**src/rtl/alu_ctrl_exec_if.sv**
```systemverilog
// Operand/control request and result bundle between the EX-stage issue logic
// and the ALU execution unit.
interface alu_ctrl_exec_if #(
   parameter int WIDTH = 32,
   parameter int SHW   = $clog2(WIDTH)
);
   logic             start;
   logic [2:0]       operation;
   logic [5:0]       func;
   logic [SHW-1:0]   shamt;
   logic [WIDTH-1:0] a;
   logic [WIDTH-1:0] b;
   logic [WIDTH-1:0] result;
   logic             zero;
   logic             valid;
   logic             busy;
   logic [WIDTH-1:0] hi;
   logic [WIDTH-1:0] lo;

   modport master (
      output start, operation, func, shamt, a, b,
      input  result, zero, valid, busy, hi, lo
   );

   modport slave (
      input  start, operation, func, shamt, a, b,
      output result, zero, valid, busy, hi, lo
   );
endinterface

```
**src/rtl/alu_ctrl_exec.sv**
```systemverilog
// EX-stage ALU: decodes operation/func, executes single-cycle ops with a
// registered result, and runs multiply/divide iteratively into HI/LO.
module alu_ctrl_exec #(
   parameter int WIDTH = 32,
   parameter int SHW   = $clog2(WIDTH)
) (
   input logic            clk,
   input logic            rst_n,
   alu_ctrl_exec_if.slave bus
);

   localparam logic [3:0] OP_ADD   = 4'd0,  OP_SUB  = 4'd1,  OP_AND  = 4'd2,
                          OP_OR    = 4'd3,  OP_SLT  = 4'd4,  OP_SLTU = 4'd5,
                          OP_SLL   = 4'd6,  OP_SRL  = 4'd7,  OP_SRA  = 4'd8,
                          OP_MFHI  = 4'd9,  OP_MFLO = 4'd10, OP_MULT = 4'd11,
                          OP_MULTU = 4'd12, OP_DIV  = 4'd13, OP_DIVU = 4'd14;

   localparam logic [1:0] S_IDLE = 2'd0, S_MUL = 2'd1, S_DIV = 2'd2;
   localparam logic [SHW-1:0] LAST = SHW'(WIDTH - 1);

   logic [3:0]         op_sel;
   logic [WIDTH-1:0]   alu_out;
   logic               is_muldiv, is_signed, is_div;
   logic               a_neg, b_neg;
   logic [WIDTH-1:0]   a_mag, b_mag;
   logic [1:0]         state;
   logic [SHW-1:0]     cnt;
   logic [WIDTH-1:0]   opa, opb;
   logic               sa, sb;
   logic [2*WIDTH-1:0] acc;
   logic [WIDTH-1:0]   result_q, hi_q, lo_q;
   logic               zero_q, valid_q;
   logic [WIDTH-1:0]   mul_add;
   logic [WIDTH:0]     mul_sum;
   logic [2*WIDTH-1:0] mul_next;
   logic [WIDTH:0]     div_shift, div_trial;
   logic               div_ok;
   logic [2*WIDTH-1:0] div_next;
   logic [2*WIDTH-1:0] prod;
   logic [WIDTH-1:0]   fin_hi, fin_lo;

   always_comb begin
      op_sel = OP_SLL;
      case (bus.operation)
         3'b000: begin
            case (bus.func)
               6'b100000: op_sel = OP_ADD;
               6'b100010: op_sel = OP_SUB;
               6'b100100: op_sel = OP_AND;
               6'b100101: op_sel = OP_OR;
               6'b000000: op_sel = OP_SLL;
               6'b000010: op_sel = OP_SRL;
               6'b000011: op_sel = OP_SRA;
               6'b101010: op_sel = OP_SLT;
               6'b101011: op_sel = OP_SLTU;
               6'b010000: op_sel = OP_MFHI;
               6'b010010: op_sel = OP_MFLO;
               6'b011000: op_sel = OP_MULT;
               6'b011001: op_sel = OP_MULTU;
               6'b011010: op_sel = OP_DIV;
               6'b011011: op_sel = OP_DIVU;
               default:   op_sel = OP_SLL;
            endcase
         end
         3'b001:  op_sel = OP_ADD;
         3'b010:  op_sel = OP_SUB;
         3'b011:  op_sel = OP_AND;
         3'b100:  op_sel = OP_OR;
         3'b101:  op_sel = OP_SLT;
         default: op_sel = OP_SLL;
      endcase
   end

   always_comb begin
      alu_out = '0;
      case (op_sel)
         OP_ADD:  alu_out = bus.a + bus.b;
         OP_SUB:  alu_out = bus.a - bus.b;
         OP_AND:  alu_out = bus.a & bus.b;
         OP_OR:   alu_out = bus.a | bus.b;
         OP_SLT:  alu_out = {{(WIDTH-1){1'b0}}, ($signed(bus.a) < $signed(bus.b))};
         OP_SLTU: alu_out = {{(WIDTH-1){1'b0}}, (bus.a < bus.b)};
         OP_SLL:  alu_out = bus.b << bus.shamt;
         OP_SRL:  alu_out = bus.b >> bus.shamt;
         OP_SRA:  alu_out = $signed(bus.b) >>> bus.shamt;
         OP_MFHI: alu_out = hi_q;
         OP_MFLO: alu_out = lo_q;
         default: alu_out = '0;
      endcase
   end

   // Signed mult/div iterate on magnitudes; the sign flags fix up the result.
   assign is_muldiv = (op_sel == OP_MULT) || (op_sel == OP_MULTU) ||
                      (op_sel == OP_DIV)  || (op_sel == OP_DIVU);
   assign is_signed = (op_sel == OP_MULT) || (op_sel == OP_DIV);
   assign is_div    = (op_sel == OP_DIV)  || (op_sel == OP_DIVU);
   assign a_neg     = is_signed & bus.a[WIDTH-1];
   assign b_neg     = is_signed & bus.b[WIDTH-1];
   assign a_mag     = a_neg ? -bus.a : bus.a;
   assign b_mag     = b_neg ? -bus.b : bus.b;

   assign mul_add   = acc[0] ? opa : '0;
   assign mul_sum   = {1'b0, acc[2*WIDTH-1:WIDTH]} + {1'b0, mul_add};
   assign mul_next  = {mul_sum, acc[WIDTH-1:1]};

   assign div_shift = acc[2*WIDTH-1:WIDTH-1];
   assign div_trial = div_shift - {1'b0, opb};
   assign div_ok    = ~div_trial[WIDTH];
   assign div_next  = {(div_ok ? div_trial[WIDTH-1:0] : div_shift[WIDTH-1:0]),
                       acc[WIDTH-2:0], div_ok};

   // Final HI/LO as they will be written on the last iteration edge.
   always_comb begin
      prod   = (sa ^ sb) ? -mul_next : mul_next;
      fin_hi = prod[2*WIDTH-1:WIDTH];
      fin_lo = prod[WIDTH-1:0];
      if (state == S_DIV) begin
         if (opb == '0) begin
            fin_lo = '1;
            fin_hi = sa ? -opa : opa;
         end else begin
            fin_lo = (sa ^ sb) ? -div_next[WIDTH-1:0] : div_next[WIDTH-1:0];
            fin_hi = sa ? -div_next[2*WIDTH-1:WIDTH] : div_next[2*WIDTH-1:WIDTH];
         end
      end
   end

   always_ff @(posedge clk or negedge rst_n) begin
      if (!rst_n) begin
         state    <= S_IDLE;
         cnt      <= '0;
         opa      <= '0;
         opb      <= '0;
         sa       <= 1'b0;
         sb       <= 1'b0;
         acc      <= '0;
         result_q <= '0;
         zero_q   <= 1'b1;
         valid_q  <= 1'b0;
         hi_q     <= '0;
         lo_q     <= '0;
      end else begin
         valid_q <= 1'b0;
         case (state)
            S_IDLE: begin
               if (bus.start) begin
                  if (is_muldiv) begin
                     opa   <= a_mag;
                     opb   <= b_mag;
                     sa    <= a_neg;
                     sb    <= b_neg;
                     acc   <= is_div ? {{WIDTH{1'b0}}, a_mag} : {{WIDTH{1'b0}}, b_mag};
                     cnt   <= '0;
                     state <= is_div ? S_DIV : S_MUL;
                  end else begin
                     result_q <= alu_out;
                     zero_q   <= (alu_out == '0);
                     valid_q  <= 1'b1;
                  end
               end
            end
            S_MUL, S_DIV: begin
               acc <= (state == S_MUL) ? mul_next : div_next;
               cnt <= cnt + SHW'(1);
               if (cnt == LAST) begin
                  hi_q     <= fin_hi;
                  lo_q     <= fin_lo;
                  result_q <= fin_lo;
                  zero_q   <= (fin_lo == '0);
                  valid_q  <= 1'b1;
                  cnt      <= '0;
                  state    <= S_IDLE;
               end
            end
            default: state <= S_IDLE;
         endcase
      end
   end

   assign bus.result = result_q;
   assign bus.zero   = zero_q;
   assign bus.valid  = valid_q;
   assign bus.busy   = (state != S_IDLE);
   assign bus.hi     = hi_q;
   assign bus.lo     = lo_q;

endmodule

```
**src/flat_wrapper.sv**
```systemverilog
// flat-port wrapper written by rule: the top's interface ports become plain ports
module alu_ctrl_exec_flat 
#(
   parameter int WIDTH = 32,
   parameter int SHW   = $clog2(WIDTH)
)
  (clk, rst_n, bus_start, bus_operation, bus_func, bus_shamt, bus_a, bus_b, bus_result, bus_zero, bus_valid, bus_busy, bus_hi, bus_lo);
  alu_ctrl_exec_if #(.WIDTH(WIDTH), .SHW(SHW)) bus_i ();
  input logic clk;
  input logic rst_n;
  input wire logic [$bits(bus_i.start)-1:0] bus_start;
  input wire logic [$bits(bus_i.operation)-1:0] bus_operation;
  input wire logic [$bits(bus_i.func)-1:0] bus_func;
  input wire logic [$bits(bus_i.shamt)-1:0] bus_shamt;
  input wire logic [$bits(bus_i.a)-1:0] bus_a;
  input wire logic [$bits(bus_i.b)-1:0] bus_b;
  output wire logic [$bits(bus_i.result)-1:0] bus_result;
  output wire logic [$bits(bus_i.zero)-1:0] bus_zero;
  output wire logic [$bits(bus_i.valid)-1:0] bus_valid;
  output wire logic [$bits(bus_i.busy)-1:0] bus_busy;
  output wire logic [$bits(bus_i.hi)-1:0] bus_hi;
  output wire logic [$bits(bus_i.lo)-1:0] bus_lo;
  assign bus_i.start = bus_start;
  assign bus_i.operation = bus_operation;
  assign bus_i.func = bus_func;
  assign bus_i.shamt = bus_shamt;
  assign bus_i.a = bus_a;
  assign bus_i.b = bus_b;
  assign bus_result = bus_i.result;
  assign bus_zero = bus_i.zero;
  assign bus_valid = bus_i.valid;
  assign bus_busy = bus_i.busy;
  assign bus_hi = bus_i.hi;
  assign bus_lo = bus_i.lo;
  alu_ctrl_exec #(.WIDTH(WIDTH), .SHW(SHW)) u_core (.clk(clk), .rst_n(rst_n), .bus(bus_i));
endmodule
```
**config.mk**
```make
export PLATFORM = sky130hd
export DESIGN_NAME = alu_ctrl_exec_flat
export DESIGN_NICKNAME = d
export VERILOG_FILES = /design/src/rtl/alu_ctrl_exec_if.sv /design/src/rtl/alu_ctrl_exec.sv /design/src/flat_wrapper.sv
export SDC_FILE = /design/constraint.sdc
export NUM_CORES = 2
export LEC_CHECK = 0
export ABC_CLOCK_PERIOD_IN_PS = 7600
export CAP_MARGIN = 20
export CORE_MARGIN = 2
export CORE_UTILIZATION = 50
export CTS_CLUSTER_SIZE = 40
export DETAILED_ROUTE_END_ITERATION = 6
export HOLD_SLACK_MARGIN = 0.1
export PLACE_DENSITY_LB_ADDON = 0.08
export SLEW_MARGIN = 20
export SYNTH_ARGS = -nofsm -noshare
export SYNTH_HDL_FRONTEND = slang
export SYNTH_SLANG_ARGS = --single-unit
```
**constraint.sdc**
```tcl
create_clock -name clk -period 7.6 [get_ports clk]
set_input_delay 1.14 -clock clk [delete_from_list [all_inputs] [get_ports clk]]
set_output_delay 1.14 -clock clk [all_outputs]
set_load 0.05 [all_outputs]
```
==> impl_metrics.csv <==
group,metric,value,unit
run_status,status,"finished, final reports clean",
power,power,6.142,mW
power,internal_power,3.206,mW
finish,fillCellCount,5953,
logic_synthesis,synth-edff-count,0,
drt,routed-via-count,34450,
sta,slew_violations,0,
cts,cts_tree,"done",
logic_synthesis,ys_warn_count,0,
logic_synthesis,synth_area,0.03090,sq mm
critical_path,critPathMaxStageDelay,0.63,ns
critical_path,startpoint,"u_core.acc[31]$_DFFE_PN0P_",
cts,cts_resized,0,
power,powerDensity,179.3,mW/mm^2
logic_synthesis,synth-seq-area-share,19.03,%
grt,grt_usage,46.92,%
critical_path,critPathLaunchType,"register",
cts,clock_latency,0.62,ns
power,p_clk_share,24.1,%
cts,cts_made_buffers,29,
flow_run,max_cap_viol_count,0,
cts,cts_setup_buffers,0,
cts,cts-root-buf,"clkbuf_16",
die,ioPinCount,180,
place,finalWeightedCongestion,1.106,
power,swShare,47.80,%
logic_synthesis,ys.flop_type,"dfrtp_1",
sta,worstMarginPinSlew,1.264,ns
finish,finish.instance_area,0.03425,sq mm
grt,overflow,0,
place,io_buffers,179,
grt,antenna_found_initial,7,
drt,ant_nets,0,
sta,slew_headroom,13.54,%
power,p_sw,2.936,mW
worst_hold_path,min_from,"u_core.bus.result[9]$_DFFE_PN0P_",
die,core.rowCount,91,
power,ir_drop,217.7,uV
logic_synthesis,synthCells,4132,
critical_path,critPathMaxFanout,7,
die,die_area,0.06381,sq mm
place,hpwl,121.9,mm
drt,drt-total-wl,153.9,mm
finish,nets,4387,
finish,layout-drive-gt1-share,9.087,%
drt,drt_iter0_drc,4243,
logic_synthesis,ys_types,119,
drt,route.detailed.drc,0,
cts,clk_pin_slew,0.07,ns
sta,min_period,5.876,ns
cts,clk_path_buf_depth,3,
logic_synthesis,ys_ff_latch,235,
logic_synthesis,avgSynthCellArea,7.478,sq um
drt,via_per_inst,6.970,
cts,cts_sinks,235,
sta,finalHoldViolCount,0,
critical_path,worstPathCellList,"inv_1, ha_1, inv_1, fa_1, a211oi_2, o211ai_2, nand2_1, a211oi_2, o32a_2, and2_2, inv_2, ha_1, nand3_1, nand2_1, xnor2_1, a31oi_1, nor3_1, nand4_1, nor2_1, nand4_1, or4_1, o41a_1, o31ai_1",
critical_path,arrival,6.41,ns
worst_hold_path,min_path_type,"reg2reg",
die,coreArea,0.06137,sq mm
critical_path,worstSetupEndpointType,"register",
grt,grt_max_degree,123,
cts,postCtsHoldBufs,0,
logic_synthesis,synthArstFlopShare,100.0,%
sta,max_freq,170.2,MHz
power,comb_power_share,48.7,%
sta,setup_tns,0,ns
sta,setup_slack,1.724,ns
sta,setup_viol,0,
grt,grt_pass1_wl,220.5,mm
drt,firstDrtPassIters,6,
finish,area.growth.synth_to_final,10.84,%
sta,rsz0062_at_grt,"no",
die,initial_utilization,50.35,%
sta,skew,0.04867,ns
die,die_height,252.6,microns
place,place_area,0.03324,sq mm
sta,period_share,77.31,%
grt,grt_pass1_vias,32080,
logic_synthesis,synth_nets,4393,
critical_path,critPathKind,"reg2reg",
power,p_seq_share,27.2,%
power,leakage,14.41,nW
place,dp_slack,1.277,ns
cts,htree_levels,1,
critical_path,rr_startpoint,"u_core.acc[31]$_DFFE_PN0P_",
finish,fin_util,55.81,%
critical_path,cp.required,8.13,ns
critical_path,cp_slowest_cell,"or4_1",
die,dieWidth,252.6,microns
drt,wire_per_inst,31.15,microns
## final timing paths
check | depth (start not counted) | slack (ns) | to
max | 23 | 1.72 | u_core.bus.zero$_DFFE_PN1P_
min | 1 | 0.48 | u_core.bus.result[9]$_DFFE_PN0P_
max reg2reg | 23 | 1.72 | u_core.bus.zero$_DFFE_PN1P_
min reg2reg | 1 | 0.48 | u_core.bus.result[9]$_DFFE_PN0P_
max in group asynchronous | 2 | 5.67 | u_core.sa$_DFFE_PN0P_
min in group asynchronous | 1 | 0.63 | u_core.acc[63]$_DFFE_PN0P_
## power groups by stage
stage	clock network, mW	registers (mW)	logic [mW]
after global routing	1.53	1.68	3.12
final	1.48	1.67	2.99
after global placement	0	1.67	2.85
after CTS	1.48	1.65	2.88
after detailed placement	0	1.68	2.86
after floorplan	0	1.68	1.77
## Yosys cell counts (83+ instances only)
master / instances / area share, %
clkbuf_1: 233 / 2.8
a21oi_1: 312 / 5.1
dfrtp_1: 234 / 19
ha_1: 176 / 7.1
inv_1: 171 / 2.1
nor3_1: 101 / 1.6
xnor2_1: 164 / 4.6
nand2_1: 481 / 5.8
xor2_1: 83 / 2.4
nor2_1: 353 / 4.3
nand3_1: 90 / 1.5
mux2i_1: 145 / 4.7
o21ai_0: 362 / 5.9
## metrics by stage
stage | hold WS, ns | cells
after global placement | 0.4585 | 4884
final | 0.4779 | 4942
after CTS | 0.4787 | 4938
after detailed placement | 0.4648 | 4884
after global routing | 0.4949 | 4939
after floorplan | 0.4374 | 4132
## cells by family (layout without fill, tap and decap cells)
family / after synthesis / after routing / share of synthesized area, %
adders and majority gates: 180 / 180 / 7.386
AOI/OAI and AO/OA: 1314 / 1314 / 27.75
muxes: 260 / 260 / 10.71
and+or+nand+nor: 1403 / 1403 / 21.67
DFF: 235 / 235 / 19.03
other: 0 / 3 / 0
buffers and inverters: 492 / 509 / 6.402
xor gates and xnor gates: 248 / 248 / 7.054
## cells in the final DEF (no fill, tap or decap), drive strengths merged, types with 145 or more instances in the layout
cell,instances
a21oi,319
clkdlybuf4s50,173
dfrtp,234
ha,176
inv,182
mux2i,145
nand2,483
nor2,357
o21ai,379
xnor2,165
## final cells by class
class	count	area (sq um)	area share (%)
diodes	3	7.507	0.02192
clock buffers	34	784.5	2.290
clock inverters	20	210.2	0.6137
inverters	175	656.9	1.918
multi-input cells	3405	23170	67.66
flip-flops and latches	235	5883	17.18
well taps	790	988.4	2.886
repair buffers	280	2545	7.430
## registers in the layout, summed over array words and instances, names as in the netlist
register,flops
u_core.state,2
u_core.bus.valid,1
u_core.opb,32
u_core.cnt,5
u_core.opa,32
u_core.sa,1
u_core.bus.lo,32
u_core.bus.hi,32
u_core.bus.zero,1
u_core.acc,64
u_core.bus.result,32
u_core.sb,1
## routing by layer
| metal | track usage, % | vias up | routed length (microns) |
|---|---|---|---|
| li1 | - | 15180 | - |
| met2 | 71.72 | 2162 | 65950 |
| met4 | 33.76 | 8 | 13400 |
| met1 | 58.70 | 16590 | 58630 |
| met5 | 0 | - | 46 |
| met3 | 9.907 | 509 | 15910 |
## critical path: cells and delay by family (launching register included)
family / cells / cell delay [ns]
flops: 1 / 0.38
xor+xnor: 1 / 0.11
compound gates: 7 / 1.82
buf+inv: 3 / 0.47
simple gates: 9 / 1.97
fa+ha+maj: 3 / 1.09
Power figures use the tool's default switching activity.
